## config.mk

```make
export PLATFORM = sky130hd
export DESIGN_NAME = pack_writeback
export DESIGN_NICKNAME = d
export VERILOG_FILES = /design/src/rtl/pack_writeback_pkg.sv /design/src/rtl/pack_writeback.sv
export SDC_FILE = /design/constraint.sdc
export NUM_CORES = 1
export LEC_CHECK = 0
export ABC_AREA = 1
export BUFFER_PORTS_ARGS = -buffer_cell sky130_fd_sc_hd__buf_2
export CORE_AREA = 3 3 86 88
export CTS_BUF_LIST = sky130_fd_sc_hd__clkbuf_4
export DETAILED_ROUTE_END_ITERATION = 12
export DIE_AREA = 0 0 89 91
export PLACE_DENSITY = 0.79
export SLEW_MARGIN = 0
export SYNTH_ARGS = -nofsm -noshare
export SYNTH_HDL_FRONTEND = slang
export SYNTH_SLANG_ARGS = --single-unit
```

## constraint.sdc

```tcl
create_clock -name clk -period 2.2 [get_ports clk]
set_input_delay 0.33 -clock clk [delete_from_list [all_inputs] [get_ports clk]]
set_output_delay 0.33 -clock clk [all_outputs]
set_load 0.005 [all_outputs]
```

## src/rtl/pack_writeback_pkg.sv

```systemverilog
// pack_writeback_pkg: shared state encoding, word geometry and lane-to-mask lookup
package pack_writeback_pkg;
    typedef enum logic [1:0] {IDLE, RUN, FLUSH, DONE} wb_state_e;
    localparam int BYTES_PER_WORD = 4;
    localparam logic [3:0] MASK_L0 = 4'h1;
    localparam logic [3:0] MASK_L1 = 4'h3;
    localparam logic [3:0] MASK_L2 = 4'h7;
    localparam logic [3:0] MASK_L3 = 4'hF;
    function automatic logic [3:0] lane_mask(input logic [1:0] lane);
        return lane == 2'd0 ? MASK_L0 : lane == 2'd1 ? MASK_L1 : lane == 2'd2 ? MASK_L2 : MASK_L3;
    endfunction
endpackage

```

## src/rtl/pack_writeback.sv

```systemverilog
// pack_writeback: counts packer lanes and writes each completed or final partial word to SRAM
// Ports: clk/rst (async active-high), start/base_addr/num_bytes begin a layer,
// byte_valid/pack_data mirror the packer, pack_clear restarts packer alignment,
// sram_we/sram_addr/sram_wdata/sram_wmask drive the SRAM, busy/done/err_overrun report status.
module pack_writeback
    import pack_writeback_pkg::*;
#(
    parameter int ADDR_W = 10,
    parameter int CNT_W  = 16
) (
    input  logic              clk,
    input  logic              rst,
    input  logic              start,
    input  logic [ADDR_W-1:0] base_addr,
    input  logic [CNT_W-1:0]  num_bytes,
    input  logic              byte_valid,
    input  logic [31:0]       pack_data,
    output logic              pack_clear,
    output logic              sram_we,
    output logic [ADDR_W-1:0] sram_addr,
    output logic [31:0]       sram_wdata,
    output logic [3:0]        sram_wmask,
    output logic              busy,
    output logic              done,
    output logic              err_overrun
);
    wb_state_e                             state;
    logic [$clog2(BYTES_PER_WORD)-1:0]     lane;
    logic [CNT_W-1:0]                      bytes_seen;
    logic [CNT_W-1:0]                      num_q;
    logic [ADDR_W-1:0]                     word_ptr;
    logic                                  wr_pend;
    logic [3:0]                            mask_q;
    logic                                  last;
    assign last = (bytes_seen + CNT_W'(1)) == num_q;
    always_ff @(posedge clk or posedge rst) begin
        if (rst) begin
            state       <= IDLE;
            lane        <= '0;
            bytes_seen  <= '0;
            num_q       <= '0;
            word_ptr    <= '0;
            wr_pend     <= 1'b0;
            mask_q      <= '0;
            err_overrun <= 1'b0;
        end else begin
            wr_pend <= 1'b0;
            if (wr_pend) word_ptr <= word_ptr + ADDR_W'(1);
            case (state)
                IDLE: if (start) begin
                    word_ptr    <= base_addr;
                    num_q       <= num_bytes;
                    err_overrun <= 1'b0;
                    lane        <= '0;
                    bytes_seen  <= '0;
                    state       <= num_bytes == '0 ? DONE : RUN;
                end
                RUN: if (byte_valid) begin
                    lane       <= lane + 2'd1;
                    bytes_seen <= bytes_seen + CNT_W'(1);
                    // the packer holds the word during the next cycle, so the write lags by one
                    if (lane == 2'd3 || last) begin
                        wr_pend <= 1'b1;
                        mask_q  <= lane_mask(lane);
                    end
                    if (last) state <= FLUSH;
                end
                FLUSH: state <= DONE;
                DONE:  state <= IDLE;
                default: state <= IDLE;
            endcase
            if (byte_valid && state != RUN) err_overrun <= 1'b1;
        end
    end
    assign sram_we    = wr_pend;
    assign sram_addr  = word_ptr;
    assign sram_wdata = pack_data;
    assign sram_wmask = wr_pend ? mask_q : 4'h0;
    assign busy       = state != IDLE;
    assign done       = state == DONE;
    assign pack_clear = state == IDLE || state == DONE;
endmodule
```

### After elaboration in Yosys (flattened, before gate mapping)

Index checks and enable logic that the tools add are counted.

* output and inout bits: 51
* logic and storage cells: 61
* bits in registers: 52
* bits of input ports: 62

* reductions and logical operators: 15
* multiplexer cells: 24
* equality and inequality tests: 11
* $add $sub $neg: 3

Operators by type and width (number)
* 16-bit two-way mux: 2
* 16-bit case mux with 2 select lines: 1
* 10-bit two-way mux: 3
* 16-bit by 1-bit adder with 16-bit output, second input constant: 1
* 16-bit == test: 1
* 16-bit logical NOT: 1
* 4-bit two-way mux: 4
* 2-bit two-way mux: 6
* 10-bit by 1-bit adder with 10-bit output, second input constant: 1
* 3-bit AND reduction: 3
* 2-bit == test, second input constant: 4
* 2-bit case mux with 4 select lines: 1
* 2-bit nonzero test: 4
* 1-bit two-way mux: 6
* 2-bit inequality test, second input constant: 3
* 2-bit by 1-bit == test with 1-bit output, second input constant: 2
* 2-bit logical NOT: 2
* 2-bit case mux with 2 select lines: 1
* 2-bit AND reduction: 2
* 2-bit by 1-bit adder with 2-bit output, second input constant: 1
* 1-bit logical OR: 2
* 2-bit by 1-bit inequality test with 1-bit output, second input constant: 1
* 1-bit logical AND: 1

### Depth between registers and ports, before layout

Gate-level depths: netlist of run 1.

* word-level depth: 6
* gate-level depth with buffers: 16
* depth with buffers taken out: 16

### Worst setup path before layout of run 1

Ideal clock, no wire load.

* kind: reg2reg
* from: register bytes_seen[0]
* to: register state[0]
* required time: 2.083 ns
* buffers on the path: 0
* cell stages (with the launch flop): 15
* setup slack: 0.386 ns
* data arrival time: 1.698 ns
* library setup time: 0.117 ns
* cells stage by stage: dfrtp_1 > ha_1 > or2_2 > nand3_1 > nand2_1 > nor2_1 > nand2_1 > nor2_1 > nand3_1 > nor2_2 > nand2_2 > nand2_2 > nand2_1 > nand2_1 > nand2_1

* longest elaborated chain between the ends: 4

Ends and longest elaborated chain
* start: declaration: RTL line pack_writeback.sv:29 `logic [CNT_W-1:0] bytes_seen;`
* start signal: assignment: RTL line pack_writeback.sv:60 `bytes_seen <= bytes_seen + CNT_W'(1);`
* 16-bit by 1-bit adder with 16-bit output: RTL line pack_writeback.sv:35 `assign last = (bytes_seen + CNT_W'(1)) == num_q;`
* 16-bit == test: RTL line pack_writeback.sv:35
* 2-bit inequality test (no line)
* 3-bit AND reduction (no line)
* end signal: assignment: RTL line pack_writeback.sv:56 `state <= num_bytes == '0 ? DONE : RUN;`
* end: declaration: RTL line pack_writeback.sv:27 `wb_state_e state;`

Every way passes these cells.
A chain may end at the register's enable or synchronous reset.

### Final worst setup path of run 1

* from: register bytes_seen[1]
* to: register state[0]

Same word-level chain as after synthesis.

==> impl_metrics.json, run 1 <==
{
  "ant_nets": 0,
  "cts_sinks": 52,
  "dieArea_um2": 8100,
  "grt_pass1_vias": 2705,
  "synthFlopType": "dfrtp_1",
  "fin_area_um2": 3500,
  "slew_headroom": 0.561,
  "reg2regPathDepth": 16,
  "finalMaxSlewViolations": 0,
  "hold_violations": 0,
  "ios": 113,
  "synth_top_cell_area_share": 0.396,
  "path_buf_inv": 0,
  "drc": 0,
  "grt_max_degree": 53,
  "hpwl_um": 5340,
  "place_inst": 527,
  "synthesis.nets": 506,
  "layout-drive-gt1-share": 0.186,
  "synth_top_family_by_area": "simple AND/OR/NAND/NOR gates",
  "synth_seq_area_share": 0.396,
  "clkTransAtPathRegs_ps": 160,
  "finalSetupViolCount": 0,
  "yosys.area_share.simple": 0.311,
  "die_h_um": 91,
  "place_congestion": 0.830,
  "netlist_area_um2": 3280,
  "crit_required_ps": 2480,
  "max_freq_mhz": 486,
  "routedWlPerCell_um": 13.7,
  "die-width_um": 89,
  "synth_cell_type_count": 27,
  "cts_tree": "done",
  "path_common_cell": "nand2_1",
  "busiest_layer": "met2",
  "skew_ps": 12.1,
  "worst_pin_slew_ps": 658,
  "worstSetupStartpointType": "register",
  "reg2reg_from": "bytes_seen[1]",
  "grt_overflow": 0,
  "diodes": 0,
  "instances_no_fill": 538,
  "p_total_mw": 3.58,
  "hold_class": "input port to asynchronous set/reset pin",
  "critPathCaptureType": "register",
  "ys_ff_latch": 52,
  "placed_cell_area_um2": 3390,
  "peakVddDrop_v": 0.000793,
  "fin_crit_sh": 0.934,
  "grt_use_total": 0.185,
  "io_buffers": 48,
  "core_um2": 6720,
  "cts_max_level": 2,
  "cts_buffers": 5,
  "start_util": 0.488,
  "crit_fanout": 5,
  "critPathArrivalTime_ps": 2340,
  "cap_violations": 0,
  "final_util": 0.521,
  "globalRouteMet1Util": 0.251,
  "clk_latency_ps": 380,
  "p_leak_nw": 1.81,
  "crit_cells": 16,
  "vias": 2843,
  "gr-usage-met3": 0.0309,
  "synth-xor-area-share": 0.0457,
  "yosysWarningCount": 0,
  "avgSynthCellArea_um2": 7.56,
  "drt_iter0_drc": 364,
  "fin_nets": 529,
  "outcome": "finished, final reports clean",
  "grt_pass1_wl_um": 12100,
  "critical_path_class": "register to register",
  "yosysTopAreaCell": "dfrtp_1",
  "netlist_instances": 434,
  "synth.most_common_cell": "nand2_1",
  "synth-adder-area-share": 0.0381,
  "timing.rr.end": "state[0]",
  "powerDensity_nw_per_um2": 1020,
  "viasPerCell": 5.28,
  "synth_mux_area_frac": 0.00305,
  "synth.area.top_cells": "dfrtp_1 40%, nand2_1 15%, buf_4 7.3%",
  "async_flop_share": 1.00,
  "synth-edff-count": 0,
  "synth_compound_area_frac": 0.0671,
  "dr.pass1.iters": 7,
  "wirelength_um": 7360,
  "crit_chain": "ha_4 > nand2_4 > nor2_4 > nand3_1 > nand2_1 > nand2_1 > nand2_1 > nand2_1 > nor2_2 > nand2_1 > nor2_2 > nand2_2 > nand2_2 > nand2_1 > nand2_1 > nand2_1",
  "rows": 30,
  "max_stage_delay_ps": 480,
  "period_needed_ps": 2060,
  "cts-root-buf": "clkbuf_4",
  "grt_util_met2": 0.296,
  "r2r_slack_ps": 140,
  "critPathTopFamily": "simple AND/OR/NAND/NOR gates",
  "synth_commonest_cells": "134 x nand2_1, 52 x dfrtp_1, 49 x inv_1",
  "cts_buffer_depth": 2,
  "grt_antenna_before_repair": 0,
  "area_growth_pct": 6.60,
  "cp_slowest_cell": "dfrtp_1"
}
final cells by class:
class / count / area [um2]
tap: 80 / 100
sequential: 52 / 1300
clock inverter: 3 / 17.5
multi-input combinational: 294 / 1560
inverter: 49 / 184
fill: 611 / 3220
clock buffer: 5 / 37.5
timing repair buffer: 55 / 293
kinds of logic (layout without fill, tap and decap cells):
| family | after synthesis | after routing |
|---|---|---|
| buffers and inverters | 89 | 112 |
| multiplexers | 1 | 1 |
| AND/OR/NAND/NOR | 227 | 228 |
| XOR/XNOR | 14 | 14 |
| flip-flops | 52 | 52 |
| adder cells (fa/ha/maj) | 10 | 10 |
| AO/OA/AOI/OAI | 41 | 41 |
cells in the final DEF, fill, tap and decap left out, types with 2 or more instances in the layout:
cell type,count
ha_1,9
or2_2,3
nand2_1,133
nor2_1,23
nand2_2,3
inv_1,48
buf_2,48
xor2_1,9
xnor2_1,3
dfrtp_1,51
a21oi_1,8
nand2_4,3
o22ai_1,7
nand4_1,9
buf_4,7
nor2_4,5
nand3b_1,5
nor4_1,5
xnor3_1,2
clkbuf_4,5
o21ai_0,23
nor2_2,5
nand3_1,32
worst max-delay path by stage:
stage / start / endpoint / slack, ps
4_1_cts: bytes_seen[0] / mask_q[3] / 80
2_1_floorplan: bytes_seen[0] / state[0] / 390
3_5_place_dp: bytes_seen[0] / state[0] / 100
3_3_place_gp: bytes_seen[0] / mask_q[2] / 180
5_1_grt: bytes_seen[1] / state[0] / -30
6_report: bytes_seen[1] / state[0] / 140
flip-flops by register name, indices dropped and copies added, names as in the netlist:
register / cells
state: 2
sram_addr: 10
sram_we: 1
num_q: 16
mask_q: 4
bytes_seen: 16
lane: 2
err_overrun: 1
per-stage QoR:
stage / setup slack, ps / hold WS (ps) / TNS [ps]
global route: -30.1 / 144 / -52.7
CTS: 78.6 / 123 / 0
finish: 144 / 93.1 / 0
global placement: 179 / 466 / 0
floorplan: 386 / 434 / 0
detailed placement: 100 / 453 / 0
metal layers:
layer	vias up	wire, um
met5	-	0
met4	0	159
met3	21	466
met2	102	3600
met1	1313	3140
li1	1407	-
where the power goes:
part           switching (mW)  internal, mW
clock                   0.317         0.124
sequential              0.273          1.27
combinational           0.927         0.669
worst reg2reg max path: cells and delay by family, from the launching register on:
kind / cells / cell delay (ps)
flops: 1 / 480
simple gates: 15 / 1280
fa+ha+maj: 1 / 200
repair_timing:
item,4_1_cts,5_1_grt
setup endpoints to repair,0,7
gates resized for setup,0,9
hold endpoints to repair,0,0
setup buffers,0,2
hold buffers,0,0
Power figures use the tool's default switching activity.
==> run 2: changes to the inputs <==
- CELL_PAD_IN_SITES_DETAIL_PLACEMENT: default -> 1
- CELL_PAD_IN_SITES_GLOBAL_PLACEMENT: default -> 1
- CORE_AREA: 3 3 86 88 -> 3 3 99 101
- DIE_AREA: 0 0 89 91 -> 0 0 102 104
- PLACE_DENSITY: 0.79 -> 0.83
==> impl_metrics.json, run 2 (synthesis gave the netlist of run 1 again) <==
{
  "diodes": 0,
  "critPathArrivalTime_ps": 2450,
  "finalSetupViolCount": 0,
  "crit_chain": "ha_4 > nand2_4 > nor2_4 > buf_4 > nand4_1 > nand3_1 > nand2_1 > nor2_4 > nand2_1 > nor2_2 > nand2_2 > nand2_2 > nand2_2 > nand2_1 > nand2_1",
  "dr.pass1.iters": 4,
  "placed_cell_area_um2": 3440,
  "mostFrequentLayoutCell": "nand2_1",
  "start_util": 0.360,
  "worstSetupStartpointType": "register",
  "powerDensity_nw_per_um2": 1040,
  "slew_headroom": 0.700,
  "p_clk_frac": 0.149,
  "cts_tree": "done",
  "grt_antenna_before_repair": 0,
  "die-width_um": 102,
  "skew_ps": 14.3,
  "ios": 113,
  "cts-root-buf": "clkbuf_4",
  "p_leak_nw": 1.90,
  "worst_pin_slew_ps": 450,
  "cts_sinks": 52,
  "grt_use_total": 0.169,
  "r2r_slack_ps": 40,
  "wirelength_um": 8820,
  "vias": 2896,
  "rows": 35,
  "die_h_um": 104,
  "core_um2": 9110,
  "drt_iter0_drc": 145,
  "seqPwrFrac": 0.401,
  "io_buffers": 48,
  "place_inst": 558,
  "instances_no_fill": 579,
  "place_congestion": 0.829,
  "max_stage_delay_ps": 440,
  "hpwl_um": 6620,
  "fin_crit_sh": 0.981,
  "outcome": "finished, final reports clean",
  "finalMaxSlewViolations": 0,
  "period_needed_ps": 2160,
  "cts_buffer_depth": 2,
  "grt_max_degree": 35,
  "crit_fanout": 8,
  "cts_buffers": 5,
  "grt_pass1_wl_um": 14600,
  "fin_nets": 539,
  "rsz0062_at_grt": "yes",
  "area_growth_pct": 13.9,
  "hold_violations": 0,
  "clk_latency_ps": 390,
  "path_common_cell": "nand2_1",
  "dieArea_um2": 10600,
  "hold_class": "input port to register",
  "cts_max_level": 2,
  "seqCellArea_um2": 1300,
  "layout-drive-gt1-share": 0.244,
  "peakVddDrop_v": 0.000452,
  "critPathCaptureType": "register",
  "routedWlPerCell_um": 15.2,
  "max_freq_mhz": 463,
  "crit_required_ps": 2490,
  "viasPerCell": 5.00,
  "fin_area_um2": 3740,
  "cap_violations": 0,
  "netSwitchingPower_mw": 1.65,
  "place_ws_ps": -11.0,
  "ant_nets": 0,
  "most-common-layout-cells": "121 x nand2_1, 50 x dfrtp_1, 48 x buf_2, 47 x inv_1, 29 x nand3_1",
  "fin_tns_setup_ps": 0,
  "cp_slowest_cell": "dfrtp_2",
  "layout_setup_ws_ps": 41.6,
  "multi_input_area_um2": 1630,
  "drc": 0,
  "intPower_mw": 2.23,
  "grt_overflow": 0,
  "critical_path_class": "register to register",
  "num-fill-cells": 1142,
  "combPwrFrac": 0.449,
  "switching_share": 0.425,
  "final_util": 0.410,
  "grt_pass1_vias": 3129,
  "clkTransAtPathRegs_ps": 170
}
## run 2: worst max-delay path, delay by kind of cell (launching register included)
kind                     cells  cell delay, ps
flip-flops                   1             440
AND/OR/NAND/NOR             13            1290
buffers and inverters        1             160
adder cells (fa/ha/maj)      1             170
## run 2: final timing paths
kind | cells past startpoint | end | from
setup / recovery | 15 | state[1] | bytes_seen[0]
hold / removal | 3 | num_q[8] | num_bytes[8]
setup reg to reg | 15 | state[1] | bytes_seen[0]
hold reg to reg | 2 | mask_q[0] | mask_q[0]
max in group asynchronous | 4 | bytes_seen[8] | rst
min in group asynchronous | 3 | sram_addr[2] | rst
## run 2: power by group through the flow
stage / clock network (mW) / logic, mW / registers (mW)
global route: 0.621 / 1.97 / 1.61
floorplan: 0 / 1.11 / 1.49
finish: 0.578 / 1.74 / 1.55
global placement: 0 / 1.53 / 1.54
detailed placement: 0 / 1.61 / 1.56
CTS: 0.589 / 1.62 / 1.55
## run 2: final cells by class
type | count | area share
Sequential cell | 52 | 0.349
Clock inverter | 3 | 0.0114
Timing Repair Buffer | 66 | 0.107
Tap cell | 111 | 0.0371
Inverter | 49 | 0.0492
Multi-Input combinational cell | 293 | 0.436
Clock buffer | 5 | 0.0100
## run 2: repair_timing
item	in CTS	in global routing
gates resized for setup	1	34
buffers inserted	0	12
pin swaps	0	15
hold endpoints to repair	18	0
hold buffers	1	0
setup endpoints to repair	5	7
## run 2: layer usage
| metal | vias to the layer above | GRT usage | routed length (um) | share of wire |
|---|---|---|---|---|
| li1 | 1419 | - | - | - |
| met1 | 1403 | 0.213 | 3860 | 0.44 |
| met2 | 58 | 0.290 | 4440 | 0.50 |
| met3 | 16 | 0.0241 | 356 | 0.040 |
| met4 | 0 | 0.0590 | 167 | 0.019 |
| met5 | - | 0 | 0 | 0 |
## run 2: metrics by stage
stage / total power [mW] / hold slack (ps)
2_1_floorplan: 2.60 / 434
4_1_cts: 3.75 / 125
6_report: 3.87 / 135
3_3_place_gp: 3.07 / 361
5_1_grt: 4.21 / 126
3_5_place_dp: 3.17 / 368
==> run 3: changes to the inputs <==
- ABC_AREA: 1 -> default
- ABC_CLOCK_PERIOD_IN_PS: default -> 2200
- CORE_AREA: 3 3 99 101 -> 3 3 97 99
- DIE_AREA: 0 0 102 104 -> 0 0 100 102
- PLACE_DENSITY: 0.83 -> 0.84
==> impl_metrics.json, run 3 <==
{
  "timing.rr.end": "mask_q[2]",
  "fin_crit_sh": 1.17,
  "ios": 113,
  "skew_ps": 16.9,
  "vias": 3005,
  "switching_share": 0.424,
  "r2r_slack_ps": -370,
  "wl_met2_um": 5470,
  "synthFlopType": "dfrtp_1",
  "synth_top_cell_area_share": 0.388,
  "routedWlPerCell_um": 19.6,
  "async_flop_share": 1.00,
  "core_um2": 8640,
  "worstSetupStartpointType": "register",
  "powerDensity_nw_per_um2": 1000,
  "netlist_instances": 364,
  "outcome": "finished, violations left",
  "critical_path_class": "register to register",
  "mostFrequentLayoutCell": "buf_4",
  "hpwl_um": 8110,
  "synth_seq_area_share": 0.388,
  "finalMaxSlewViolations": 0,
  "cts_max_level": 2,
  "drc": 0,
  "reg2reg_from": "bytes_seen[0]",
  "layout_setup_ws_ps": -369,
  "fin_nets": 501,
  "netlist_area_um2": 3350,
  "clkTransAtPathRegs_ps": 170,
  "intPower_mw": 2.35,
  "start_util": 0.388,
  "yosysWarningCount": 0,
  "cap_violations": 0,
  "wl_met1_um": 4090,
  "cts-root-buf": "clkbuf_4",
  "combPwrFrac": 0.485,
  "critPathArrivalTime_ps": 2870,
  "drt_iter0_drc": 151,
  "netSwitchingPower_mw": 1.73,
  "synth-edff-count": 0,
  "cts_buffers": 5,
  "grt_overflow": 0,
  "clk_latency_ps": 400,
  "ys_ff_latch": 52,
  "cts_buffer_depth": 2,
  "io_buffers": 48,
  "worst_pin_slew_ps": 408,
  "max_freq_mhz": 389,
  "grt_antenna_before_repair": 1,
  "p_clk_frac": 0.115,
  "place_congestion": 0.926,
  "hp-start": "num_bytes[7]",
  "synthesis.nets": 436,
  "area_growth_pct": 21.1,
  "hold_class": "input port to register",
  "finalSetupViolCount": 7,
  "rsz0062_at_grt": "yes",
  "cts_sinks": 52,
  "place_ws_ps": -400,
  "grt_pass1_vias": 3212,
  "hold_violations": 0,
  "synth_commonest_cells": "52 x dfrtp_1, 33 x nor2_1, 32 x buf_4",
  "layout-drive-gt1-share": 0.351,
  "viasPerCell": 5.58,
  "dieArea_um2": 10200,
  "violations": "setup timing",
  "period_needed_ps": 2570,
  "crit_required_ps": 2500,
  "wirelength_um": 10600,
  "die_h_um": 102,
  "cts_tree": "done",
  "hold_depth": 2,
  "dr_wl_met3_um": 485,
  "p_leak_nw": 1.90,
  "avgSynthCellArea_um2": 9.22,
  "dr.pass1.iters": 4,
  "synth_cell_type_count": 48,
  "crit_fanout": 3,
  "reg2regPathDepth": 9,
  "rows": 34,
  "min_to": "num_q[7]",
  "critPathCaptureType": "register",
  "ant_nets": 0,
  "synth.area.top_cells": "dfrtp_1 39%, buf_4 7.2%, mux2_2 5.4%",
  "synth.most_common_cell": "dfrtp_1",
  "grt_max_degree": 24,
  "die-width_um": 100,
  "seqPwrFrac": 0.400,
  "peakVddDrop_v": 0.000575,
  "yosysTopAreaCell": "dfrtp_1",
  "grt_use_total": 0.209,
  "slew_headroom": 0.725,
  "routed.top_layer": "met4",
  "most-common-layout-cells": "54 x buf_4, 49 x dfrtp_1, 48 x buf_2, 33 x nor2_1, 28 x nand2_1",
  "fin_tns_setup_ps": -2020,
  "grt_pass1_wl_um": 16500
}
## run 3: cell types whose count changed in the layout (fill, tap and decap cells not counted), moves of 11 or more
cell / change
inv_1: -33
buf_4: +41
nor2_1: +12
mux2_2: +16
nand3_1: -20
nand2_1: -93
nand2_2: -14
xnor2_1: +11
## run 3: power by group through the flow
stage	registers, mW	logic (mW)	clock network [mW]
3_5_place_dp	1.65	1.90	0
6_report	1.63	1.98	0.469
2_1_floorplan	1.56	1.26	0
3_3_place_gp	1.62	1.74	0
4_1_cts	1.62	1.95	0.475
5_1_grt	1.67	2.15	0.516
## run 3: worst max-delay path by stage
| stage | start | to | slack, ps |
|---|---|---|---|
| global placement | bytes_seen[1] | mask_q[2] | -220 |
| detailed placement | bytes_seen[1] | mask_q[2] | -400 |
| floorplan | bytes_seen[2] | mask_q[2] | -130 |
| global route | bytes_seen[0] | mask_q[1] | -540 |
| CTS | bytes_seen[1] | mask_q[2] | -360 |
| finish | bytes_seen[0] | mask_q[2] | -370 |
## run 3: worst max-delay path, cell delays in order (launching register included)
cell	delay (ps)
dfrtp_2	480
ha_4	240
xor2_1	160
a2111o_1	400
a211oi_2	240
nand4_1	140
nor4_2	280
buf_4	170
o21ai_2	70
mux2_4	310
## run 3: what timing repair did
item,4_1_cts,5_1_grt
pin swaps,3,1
hold buffers,1,0
setup buffers,2,1
gates resized for setup,3,1
endpoints found under the hold margin,7,0
setup endpoints to repair,7,14
## run 3: area by class of cell
cell class	instances	area, um2
Sequential cell	52	1310
Multi-Input combinational cell	250	1810
Clock inverter	3	17.5
Fill cell	1008	4570
Inverter	15	56.3
Tap cell	108	135
Clock buffer	5	37.5
Timing Repair Buffer	105	696
Antenna cell	1	2.50
## run 3: cell families (layout without fill, tap and decap cells)
| logic type | after synthesis | in the layout | synth area share |
|---|---|---|---|
| buffers and inverters | 62 | 128 | 0.106 |
| AND/OR/NAND/NOR | 127 | 127 | 0.201 |
| multiplexers | 21 | 21 | 0.0705 |
| flip-flops | 52 | 52 | 0.388 |
| AO/OA/AOI/OAI | 65 | 65 | 0.122 |
| XOR/XNOR | 27 | 27 | 0.0750 |
| adder cells (fa/ha/maj) | 10 | 10 | 0.0373 |
| other | 0 | 1 | 0 |
## run 3: metrics by stage
step | util | instance area, um2 | instances | hold slack [ps] | total power [mW]
final | 0.470 | 4060 | 539 | 163 | 4.08
after global routing | 0.470 | 4060 | 539 | 141 | 4.34
after CTS | 0.469 | 4050 | 537 | 152 | 4.04
after detailed placement | 0.458 | 3960 | 526 | 246 | 3.55
after global placement | 0.458 | 3960 | 526 | 242 | 3.36
after floorplan | - | 3460 | 364 | 426 | 2.82
## run 3: layer usage
| layer | GRT usage | up-vias |
|---|---|---|
| li1 | - | 1374 |
| met5 | 0 | - |
| met3 | 0.0287 | 45 |
| met2 | 0.377 | 94 |
| met1 | 0.235 | 1492 |
| met4 | 0.122 | 0 |
